==> config.mk <==
export PLATFORM = sky130hd
export DESIGN_NAME = sequenciador_mensagem_serial_uc
export DESIGN_NICKNAME = d
export VERILOG_FILES = /design/src/rtl/sequenciador_mensagem_serial_uc_pkg.sv /design/src/rtl/bcd_para_ascii.sv /design/src/rtl/sequenciador_mensagem_serial_uc.sv
export SDC_FILE = /design/constraint.sdc
export NUM_CORES = 1
export LEC_CHECK = 0
export ABC_AREA = 1
export BUFFER_PORTS_ARGS = -buffer_cell sky130_fd_sc_hd__clkbuf_2
export CORE_MARGIN = 8
export CORE_UTILIZATION = 40
export DETAILED_ROUTE_END_ITERATION = 8
export GPL_ROUTABILITY_DRIVEN = 0
export PLACE_DENSITY_LB_ADDON = 0.08
export SLEW_MARGIN = 20
export SYNTH_ARGS = -nofsm -noshare
export SYNTH_HDL_FRONTEND = slang
export SYNTH_HIERARCHICAL = 1
export SYNTH_SLANG_ARGS = --single-unit
==> constraint.sdc <==
create_clock -name clock -period 2.3 [get_ports clock]
set_clock_uncertainty 0.15 [all_clocks]
set_input_delay 0.345 -clock clock [delete_from_list [all_inputs] [get_ports clock]]
set_output_delay 0.345 -clock clock [all_outputs]
set_load 0.02 [all_outputs]
==> src/rtl/sequenciador_mensagem_serial_uc_pkg.sv <==
// Shared constants for the telemetry frame sequencer: ASCII codes and FSM encoding.
package sequenciador_mensagem_serial_uc_pkg;

    localparam logic [7:0] ASCII_ZERO        = 8'h30;
    localparam logic [7:0] ASCII_INVALIDO    = 8'h3F;
    localparam logic [7:0] SEPARADOR_PADRAO  = 8'h2C;
    localparam logic [7:0] TERMINADOR_PADRAO = 8'h23;

    // FSM state encoding (3 bits)
    localparam logic [2:0] StIdle    = 3'd0;
    localparam logic [2:0] StCarrega = 3'd1;
    localparam logic [2:0] StEnvia   = 3'd2;
    localparam logic [2:0] StEspera  = 3'd3;
    localparam logic [2:0] StProximo = 3'd4;
    localparam logic [2:0] StFim     = 3'd5;

endpackage

==> src/rtl/bcd_para_ascii.sv <==
// Converts one BCD digit to its ASCII character; digits above 9 map to '?'.
module bcd_para_ascii
    import sequenciador_mensagem_serial_uc_pkg::*;
(
    input  logic [3:0] digito_i,
    output logic [7:0] ascii_o
);

    // Digit to ASCII, with invalid BCD flagged only by the '?' character
    always_comb begin
        if (digito_i <= 4'd9) begin
            ascii_o = ASCII_ZERO + {4'h0, digito_i};
        end else begin
            ascii_o = ASCII_INVALIDO;
        end
    end

endmodule

==> src/rtl/sequenciador_mensagem_serial_uc.sv <==
// Control unit that sends one telemetry frame (NUM_CAMPOS BCD fields as ASCII, separated by
// SEPARADOR and closed by TERMINADOR) through a serial TX with a partida/pronto handshake.
module sequenciador_mensagem_serial_uc
    import sequenciador_mensagem_serial_uc_pkg::*;
#(
    parameter int unsigned NUM_CAMPOS = 3,
    parameter logic [7:0]  SEPARADOR  = SEPARADOR_PADRAO,
    parameter logic [7:0]  TERMINADOR = TERMINADOR_PADRAO
) (
    input  logic                    clock,
    input  logic                    reset,
    input  logic                    iniciar,
    input  logic [8*NUM_CAMPOS-1:0] valores,
    input  logic                    pronto_tx,
    output logic                    partida_tx,
    output logic [7:0]              dado_tx,
    output logic                    ocupado,
    output logic                    pronto
);

    localparam int unsigned        CampoW      = (NUM_CAMPOS > 1) ? $clog2(NUM_CAMPOS) : 1;
    localparam logic [CampoW-1:0]  UltimoCampo = CampoW'(NUM_CAMPOS - 1);

    logic [2:0]              estado_q, estado_d;
    logic [CampoW-1:0]       campo_q, campo_d;
    logic [1:0]              posicao_q, posicao_d;
    logic [8*NUM_CAMPOS-1:0] snapshot_q, snapshot_d;

    logic [7:0] campo_sel;
    logic [3:0] digito;
    logic [7:0] digito_ascii;
    logic [7:0] caractere;
    logic       ultimo_campo;

    assign ultimo_campo = (campo_q == UltimoCampo);

    // Next-state logic for the FSM, the field/position counters and the frame snapshot
    always_comb begin
        estado_d   = estado_q;
        campo_d    = campo_q;
        posicao_d  = posicao_q;
        snapshot_d = snapshot_q;
        case (estado_q)
            StIdle: begin
                if (iniciar) estado_d = StCarrega;
            end
            StCarrega: begin
                snapshot_d = valores;
                campo_d    = '0;
                posicao_d  = '0;
                estado_d   = StEnvia;
            end
            StEnvia: begin
                estado_d = StEspera;
            end
            StEspera: begin
                if (pronto_tx) estado_d = StProximo;
            end
            StProximo: begin
                if (posicao_q < 2'd2) begin
                    posicao_d = posicao_q + 2'd1;
                    estado_d  = StEnvia;
                end else if (!ultimo_campo) begin
                    campo_d   = campo_q + CampoW'(1);
                    posicao_d = '0;
                    estado_d  = StEnvia;
                end else begin
                    estado_d = StFim;
                end
            end
            StFim: begin
                estado_d = StIdle;
            end
            default: begin
                estado_d = StIdle;
            end
        endcase
    end

    // State registers with synchronous reset
    always_ff @(posedge clock) begin
        if (reset) begin
            estado_q   <= StIdle;
            campo_q    <= '0;
            posicao_q  <= '0;
            snapshot_q <= '0;
        end else begin
            estado_q   <= estado_d;
            campo_q    <= campo_d;
            posicao_q  <= posicao_d;
            snapshot_q <= snapshot_d;
        end
    end

    // Select the current field byte from the snapshot
    always_comb begin
        campo_sel = snapshot_q[7:0];
        for (int k = 0; k < NUM_CAMPOS; k++) begin
            if (campo_q == CampoW'(k)) campo_sel = snapshot_q[8*k +: 8];
        end
    end

    assign digito = (posicao_q == 2'd0) ? campo_sel[7:4] : campo_sel[3:0];

    // One shared converter: only one digit is on the line at a time
    bcd_para_ascii u_bcd_para_ascii (
        .digito_i (digito),
        .ascii_o  (digito_ascii)
    );

    // Character for the current position: digit, separator or terminator
    always_comb begin
        if (posicao_q == 2'd2) begin
            caractere = ultimo_campo ? TERMINADOR : SEPARADOR;
        end else begin
            caractere = digito_ascii;
        end
    end

    assign partida_tx = (estado_q == StEnvia);
    assign ocupado    = (estado_q != StIdle);
    assign pronto     = (estado_q == StFim);
    // Counters only move on leaving PROXIMO, so the character is steady across ENVIA/ESPERA
    assign dado_tx    = ((estado_q == StIdle) || (estado_q == StCarrega)) ? 8'h00 : caractere;

endmodule
* Yosys cells after proc, flatten, opt, wreduce, memory -nomap -nowiden *
Cells that the tools add are included.

storage, ports and cells
  flip-flop bits (word level) = 31
  bits in latches = 0
  memory bits (writable) = 0
  memory bits (read-only) = 0
  bits of input ports = 28
  logic and storage cells = 48
  memories kept = 0

operators by class
  $add $sub $neg = 3
  multiply operators = 0
  divide/modulo/power cells = 0
  order comparisons = 2
  equal/unequal tests = 13
  shift operators = 0
  multiplexer cells = 18
  bitwise logic cells = 0
  reduce and logical (&&, ||, !) cells = 8

operator list
  operator             number
  $mux 8               5
  $pmux 3 s5           1
  $mux 3               4
  $mux 2               4
  $mux 4               2
  $ne 2x2->1 const B   4
  $pmux 2 s2           2
  $add 6x4->7 const A  1
  $eq 3x2->1 const B   2
  $eq 3x3->1 const B   2
  $add 2x1->2 const B  2
  $eq 2x2->1 const B   2
  $le 4x4->1 const B   1
  $reduce_and 2->1     2
  $eq 3x1->1 const B   1
  $logic_not 3->1      1
  $ne 3x3->1 const B   1
  $reduce_and 3->1     1
  $reduce_bool 3->1    1
  $eq 2x1->1 const B   1
  $logic_not 2->1      1
  $lt 2x2->1 const B   1
  $reduce_bool 2->1    1
  $logic_or 1x1->1     1

* Longest topological paths before layout *
Gate-level depths: netlist of the first run.

  depth in word-level cells = 8
  mapped depth = 11
  mapped depth without buffers = 10

* Modules after synthesis *
The synthesis of the first run kept the hierarchy.

modules (own cells, without submodules)
  module                           times used  cells an instance  area an instance (um^2)  seq. area each (um^2)
  sequenciador_mensagem_serial_uc  1           231                1599.0                   620.6
  bcd_para_ascii                   1           14                 72.6                     0.0

* Least setup slack after synthesis of the first run *
No wires, ideal clock.

  path type = register to output
  start point = register campo_q[0]
  end point = output dado_tx[2]
  data arrival time = 1734 ps
  required time = 1805 ps
  setup slack = 71 ps
  stages on the path, launching flop included = 12
  cells stage by stage = dfxtp_1 -> inv_1 -> ha_1 -> buf_2 -> clkbuf_1 -> a21oi_1 -> o21ai_0 -> nand2_1 -> o21ai_2 -> nand2_1 -> nand2_1 -> a21oi_1

on the way
  word-level cells in the longest chain between the ends = 8

ends and longest elaborated chain
  item                                       RTL line                                    RTL
  start, declared                            sequenciador_mensagem_serial_uc.sv:25       logic [CampoW-1:0] campo_q, campo_d;
  start signal, assigned                     sequenciador_mensagem_serial_uc.sv:89       campo_q <= campo_d;
  $eq 2x1->1                                 sequenciador_mensagem_serial_uc.sv:99       if (campo_q == CampoW'(k)) campo_sel = snapshot_q[8*k +: 8];
  $mux 8                                     sequenciador_mensagem_serial_uc.sv:99
  $mux 8 *                                   sequenciador_mensagem_serial_uc.sv:99
  $mux 4 *                                   sequenciador_mensagem_serial_uc.sv:103      assign digito = (posicao_q == 2'd0) ? campo_sel[7:4] : campo_sel[3:0];
  net digito[1]                              sequenciador_mensagem_serial_uc.sv:30       logic [3:0] digito;
  $add 6x4->7 or $le 4x4->1 (tied branches)  bcd_para_ascii.sv:12, bcd_para_ascii.sv:11
  $mux 8 *                                   bcd_para_ascii.sv:11                        if (digito_i <= 4'd9) begin
  net digito_ascii[2]                        sequenciador_mensagem_serial_uc.sv:31       logic [7:0] digito_ascii;
  $mux 8 *                                   sequenciador_mensagem_serial_uc.sv:113      if (posicao_q == 2'd2) begin
  $mux 8 *                                   sequenciador_mensagem_serial_uc.sv:124      assign dado_tx = ((estado_q == StIdle) || (estado_q == StCarrega)) ? 8'h00 : caractere;
  end, declared                              sequenciador_mensagem_serial_uc.sv:16       output logic [7:0] dado_tx,

The timed path passes the listed nets; every way through them passes the cells marked *.

* Worst setup path in the final report of the first run *
  start point = register campo_q[1]
  end point = output dado_tx[2]

Same word-level chain as after synthesis.

==> impl_metrics.json, run 1 <==
{
  "number_of_nets_with_antenna_violations_after_routing": 0,
  "syn-cell-area_mm2": 0.00167,
  "synth_top_cell_by_area": "sky130_fd_sc_hd__dfxtp_1",
  "grt_pass1_vias": 1397,
  "die_w_um": 80.6,
  "postSynthCellCount": 245,
  "clock_path_buffers": 2,
  "drive_gt1_frac": 0.291,
  "yosys.cell_types.count": 23,
  "tightest_slew_ps": 667,
  "power_density_mw_per_mm2": 759,
  "wire_length_of_the_first_global_routing_pass_um": 6390,
  "hold_start": "valores[11]",
  "finalWorstPathRequiredPeriod_ps": 2370,
  "slew_headroom": 0.555,
  "ys_warn_count": 6,
  "top_level_ports": 39,
  "rr_startpoint": "estado_q[2]",
  "hpwlAfterDp_um": 2720,
  "tritoncts": "built",
  "layout.core_utilization": 0.520,
  "timing.critical_path.arrival_ps": 1870,
  "fmax_mhz": 423,
  "synthTopCellsByArea": "sky130_fd_sc_hd__dfxtp_1 37%, sky130_fd_sc_hd__o21ai_0 12%, sky130_fd_sc_hd__a21oi_1 9.9%",
  "residual_drc": 0,
  "synthDominantCellAreaShare": 0.371,
  "cts_inserted_buffers": 5,
  "synth-main-ff-cell": "sky130_fd_sc_hd__dfxtp_1",
  "num_vias": 1575,
  "synth.cells.most_frequent": "40 x sky130_fd_sc_hd__o21ai_0, 35 x sky130_fd_sc_hd__nand2_1, 33 x sky130_fd_sc_hd__a21oi_1",
  "critical_path_end_type": "primary output",
  "numClockSinks": 31,
  "required_ps": 1800,
  "cts_root_buf": "sky130_fd_sc_hd__clkbuf_8",
  "drtIter0Drc": 100,
  "layout.nets": 315,
  "number_of_antenna_violations_at_the_first_check_in_global_routing": 0,
  "power.ir.vdd_worst_uv": 510,
  "globalRouteTotalUtil": 0.123,
  "synth_enable_flop_cells": 0,
  "report.final.setup_viol": 3,
  "dr.pass1.iters": 4,
  "timing.final.max_slew_violations": 0,
  "status": "finished with violations",
  "total_power_after_layout_w": 0.00158,
  "timing.final.ws_setup_ps": -66.7,
  "asyncSetResetFlopFracSynth": 0,
  "yosysMostFrequentCell": "sky130_fd_sc_hd__o21ai_0",
  "detail_route.wl_per_cell_um": 11.8,
  "floorplan.initialDensity": 0.418,
  "postRouteWirelength_um": 3960,
  "clk_pin_slew_ps": 70,
  "crit_start": "campo_q[1]",
  "gr-total-overflow": 0,
  "buffer_ports.inserted": 36,
  "unrepaired_setup_endpoints_after_global_routing": "true",
  "power.static_leakage_nw": 0.938,
  "grt_start_max_net_pins": 46,
  "synthesis.area_per_instance_um2": 6.82,
  "antenna-diode-count": 0,
  "fin_crit_sh": 1.03,
  "failed_checks": "negative setup slack",
  "clk-insertion-delay-late_ps": 280,
  "critical_path.startpoint_type": "register",
  "post-route-cell-area_mm2": 0.00208,
  "worst_hold_slack_ps": 162,
  "syn_to_final_growth_pct": 24.3,
  "maximum_net_fanout_on_the_critical_path": 6,
  "die_area_mm2": 0.00650,
  "worst-setup-path-type": "reg2out",
  "core_region_area_mm2": 0.00400,
  "holdCritPathClass": "in2reg",
  "placed_area_mm2": 0.00182,
  "final_hold_viol_count": 0,
  "detail_route.vias_per_cell": 4.70,
  "seq_area_frac_synth": 0.371,
  "die_y_um": 80.6,
  "maximum_capacitance_violations": 0,
  "synth_seq_cells": 31,
  "placement_rows": 23,
  "ctsHtreeMaxLevel": 2,
  "post-place-ws_ps": -112
}
-- area by class of cell --
class / instances / area, um^2
clock inverters: 2 / 12.5
repair buffers: 46 / 288
well taps: 50 / 62.6
inverters: 32 / 120
multi-input cells: 168 / 897
flip-flops and latches: 31 / 626
fillers: 414 / 1920
clock buffers: 6 / 72.6
-- critical path, stage by stage (launching register included) --
cell and delay [ps]:
sky130_fd_sc_hd__dfxtp_4 350, sky130_fd_sc_hd__inv_2 40, sky130_fd_sc_hd__ha_4 170, sky130_fd_sc_hd__buf_6 130
sky130_fd_sc_hd__nand2_2 60, sky130_fd_sc_hd__o21ai_2 60, sky130_fd_sc_hd__o21ai_2 150, sky130_fd_sc_hd__nand2_2 90
sky130_fd_sc_hd__o21ai_2 170, sky130_fd_sc_hd__nand2_1 80, sky130_fd_sc_hd__nand2_1 70, sky130_fd_sc_hd__a21oi_2 50
sky130_fd_sc_hd__buf_4 170
-- state kept, by name, summed over array words and instances (netlist names) --
name        cells
snapshot_q     24
estado_q        3
campo_q         2
posicao_q       2
-- path summary, 6_finish.rpt --
check / cells after the start / to / slack (ps)
min: 3 / snapshot_q[11] / 160
min reg2reg: 2 / snapshot_q[4] / 300
max reg2reg: 6 / campo_q[1] / 490
max: 12 / dado_tx[2] / -70
-- cell usage in the layout (no fill, tap or decap), drive strengths merged --
cell type   n
nor3        1
nand3      13
clkbuf     38
nor2       32
inv        32
nand3b      2
or2         1
clkinv      1
clkinvlp    1
a21oi      33
dfxtp      31
buf        14
conb        4
nand2      36
ha          3
o21ai      42
nor3b       1
-- per-layer routing --
layer	share of wire	global-route usage	wire (um)	up-vias
met5	0	0	0	-
met4	0.0083	0.0436	33	0
met3	0.061	0.0391	240	4
met2	0.44	0.184	1750	32
met1	0.49	0.159	1930	683
li1	-	-	-	856
-- per-stage QoR --
| step | instances | setup TNS [ps] |
|---|---|---|
| finish | 335 | -166 |
| global route | 335 | -491 |
| CTS | 331 | -245 |
| detailed placement | 319 | -311 |
| global placement | 319 | -232 |
| floorplan | 247 | 0 |
-- power by group --
part / internal [W] / switching (W)
Sequential: 0.000613 / 0.0000402
Combinational: 0.000201 / 0.000310
Clock: 0.000211 / 0.000202
-- what timing repair did --
item,4_1_cts,5_1_grt
cloned,0,0
resized for setup,27,31
pin swaps,11,13
setup endpoints to repair,4,4
hold buffers,0,0
buffers inserted,4,4
-- cells by family (layout without fill, tap and decap cells) --
| family | Yosys count | after routing | share of synthesized area |
|---|---|---|---|
| AO/OA/AOI/OAI | 75 | 75 | 0.229 |
| flip-flops | 31 | 31 | 0.371 |
| other | 2 | 4 | 0.00449 |
| AND/OR/NAND/NOR | 86 | 86 | 0.231 |
| adder cells (fa/ha/maj) | 3 | 3 | 0.0225 |
| buffers and inverters | 48 | 86 | 0.141 |
Note: power is estimated with default switching activity, not from simulation.
==> run 2: changes to the inputs <==
--- a/config.mk
+++ b/config.mk
@@ -12,6 +12,7 @@
 export DETAILED_ROUTE_END_ITERATION = 8
 export GPL_ROUTABILITY_DRIVEN = 0
 export PLACE_DENSITY_LB_ADDON = 0.08
+export REMOVE_ABC_BUFFERS = 1
 export SLEW_MARGIN = 20
 export SYNTH_ARGS = -nofsm -noshare
 export SYNTH_HDL_FRONTEND = slang
==> run 2 against run 1 <==
  * The flow still finishes with violations (negative setup slack)
  * Combinational power is 6.3% lower
  * Die area stayed put
  * Cell count is 1.2% lower
  * Fmax is 1.2% higher
  * Clock power is 3% higher
  * Total power is 1.3% lower
  * Register-to-register slack better by 40 ps
  * Flip-flop and latch count stayed put
  * Via count is 1.0% lower
  * Critical path depth stayed put
  * Core utilization is 1.2 points lower
  * Sequential power hardly changed
  * Highest routed layer unchanged
==> impl_metrics.json, run 2 (synthesis gave the netlist of run 1 again) <==
{
  "status": "finished with violations",
  "failed_checks": "negative setup slack",
  "largest_reg_flops": 24,
  "grt_start_max_net_pins": 46,
  "fmax_mhz": 428,
  "detail_route.wl_per_cell_um": 11.3,
  "clock_path_buffers": 2,
  "gr-total-overflow": 0,
  "final_cells": 331,
  "grt.met2_usage": 0.192,
  "max_flop_register": "snapshot_q",
  "sw_frac_of_total": 0.338,
  "combinationalPowerShare": 0.308,
  "num_vias": 1559,
  "grt_most_used_layer": "met2",
  "critical_path.startpoint_type": "register",
  "power.ir.vdd_worst_uv": 408,
  "maximum_net_fanout_on_the_critical_path": 5,
  "worst-setup-path-type": "reg2out",
  "fill_cell_total_of_the_finished_layout": 436,
  "cts_root_buf": "sky130_fd_sc_hd__clkbuf_8",
  "die_area_mm2": 0.00650,
  "grt_pass1_vias": 1502,
  "hpwlAfterDp_um": 2710,
  "die_w_um": 80.6,
  "report.final.setup_viol": 3,
  "slew_headroom": 0.583,
  "maximum_capacitance_violations": 0,
  "postRouteWirelength_um": 3740,
  "final_common_cell": "sky130_fd_sc_hd__clkbuf_2",
  "critical_path_end_type": "primary output",
  "placement_rows": 23,
  "core_region_area_mm2": 0.00400,
  "power.static_leakage_nw": 0.924,
  "drtIter0Drc": 82,
  "detail_route.vias_per_cell": 4.71,
  "post-place-ws_ps": -8.27,
  "drive_gt1_frac": 0.256,
  "crit_path_top_delay_cell": "sky130_fd_sc_hd__dfxtp_4",
  "required_ps": 1800,
  "power.clock.fraction": 0.274,
  "top_level_ports": 39,
  "tightest_slew_ps": 625,
  "timing.final.ws_setup_ps": -37.6,
  "die_y_um": 80.6,
  "layout.core_utilization": 0.508,
  "power_report.internal_total_w": 0.00103,
  "wire_length_of_the_first_global_routing_pass_um": 6670,
  "hold-path-endpoint": "snapshot_q[14]",
  "seqPwrFrac": 0.419,
  "hold_depth": 3,
  "syn_to_final_growth_pct": 21.6,
  "numClockSinks": 31,
  "number_of_nets_with_antenna_violations_after_routing": 0,
  "antenna-diode-count": 0,
  "residual_drc": 0,
  "multiInputGateArea_um2": 872,
  "global_route.usage.met1": 0.160,
  "worst_r2r_endpoint": "campo_q[0]",
  "cts.hold.buffers_added": 0,
  "cts_inserted_buffers": 5,
  "clk_pin_slew_ps": 60,
  "dr.pass1.iters": 4,
  "finalWorstPathRequiredPeriod_ps": 2340,
  "ctsHtreeMaxLevel": 2,
  "power_density_mw_per_mm2": 766,
  "hold_start": "valores[14]",
  "largest_registers_in_the_final_layout": "snapshot_q x24, estado_q x3",
  "floorplan.initialDensity": 0.418,
  "fin_crit_sh": 1.02,
  "cell_total_after_placement": 319,
  "worst-r2r-setup-slack_ps": 530,
  "globalRouteTotalUtil": 0.129,
  "p_sw_w": 0.000526,
  "timing.final.max_slew_violations": 0,
  "rr_startpoint": "estado_q[2]",
  "layout.nets": 312,
  "cpPeakStageDelay_ps": 360,
  "buffer_ports.inserted": 36,
  "layout.cells.most_common_list": "32 x sky130_fd_sc_hd__clkbuf_2, 31 x sky130_fd_sc_hd__nand2_1, 30 x sky130_fd_sc_hd__a21oi_1",
  "unrepaired_setup_endpoints_after_global_routing": "true",
  "timing.critical_path.cells": "inv_4, ha_4, buf_6, nand2_1, o21ai_2, o21ai_1, nand2_1, o21ai_2, nand2_1, nand2_2, a21oi_2, buf_6",
  "holdCritPathClass": "in2reg",
  "clk-insertion-delay-late_ps": 280,
  "final_hold_viol_count": 0,
  "tritoncts": "built",
  "worst_r2r_path_depth": 6,
  "path_common_cell": "sky130_fd_sc_hd__nand2_1",
  "number_of_antenna_violations_at_the_first_check_in_global_routing": 0,
  "gr-usage-met3": 0.0469,
  "regArea_um2": 626,
  "timing.critical_path.arrival_ps": 1840
}
[run 2: through the flow]
stage                     hold slack (ps)  TNS, ps  instance area, um^2  power, W
after CTS                             153     -171                 1990   0.00156
after global routing                  168     -631                 2030   0.00168
after global placement                296        0                 1820   0.00107
final                                 160    -80.3                 2030   0.00156
after detailed placement              296    -10.4                 1820   0.00108
after floorplan                       264        0                 1560  0.000959
[run 2: cell type report]
class	instances	area share
Sequential cell	31	0.308
Inverter	32	0.0603
Multi-Input combinational cell	168	0.429
Tap cell	50	0.0308
Clock inverter	1	0.00246
Clock buffer	6	0.0406
Timing Repair Buffer	43	0.129
[run 2: power by group through the flow]
stage,registers (W),clock network [W],logic (W)
after detailed placement,0.000661,0,0.000417
final,0.000652,0.000426,0.000479
after floorplan,0.000653,0,0.000306
after CTS,0.000650,0.000444,0.000464
after global placement,0.000660,0,0.000412
after global routing,0.000663,0.000471,0.000548
[run 2: timing repair]
item | CTS | global route
endpoints found under the setup margin | 4 | 4
gates resized for setup | 29 | 17
buffers inserted | 5 | 0
pin swaps | 12 | 12
[run 2: layer usage]
layer / wire length [um] / part of all wire
met1: 1830 / 0.49
met2: 1580 / 0.42
met3: 256 / 0.069
met4: 72 / 0.019
met5: 0 / 0
[run 2: critical path, delay by kind of cell (launching register included)]
| family | cells | cell delay, ps |
|---|---|---|
| AOI/OAI and AO/OA | 4 | 400 |
| adders and majority gates | 1 | 170 |
| DFF | 1 | 360 |
| and+or+nand+nor | 4 | 320 |
| buffers and inverters | 3 | 300 |
[run 2: worst max-delay path by stage]
stage / from / endpoint / slack [ps] / cells after the start
floorplan: campo_q[0] / dado_tx[2] / 200 / 9
global placement: campo_q[1] / dado_tx[2] / 10 / 10
detailed placement: campo_q[1] / dado_tx[2] / -8 / 10
CTS: campo_q[1] / dado_tx[2] / -70 / 12
global route: campo_q[1] / dado_tx[1] / -210 / 12
finish: campo_q[1] / dado_tx[1] / -40 / 12
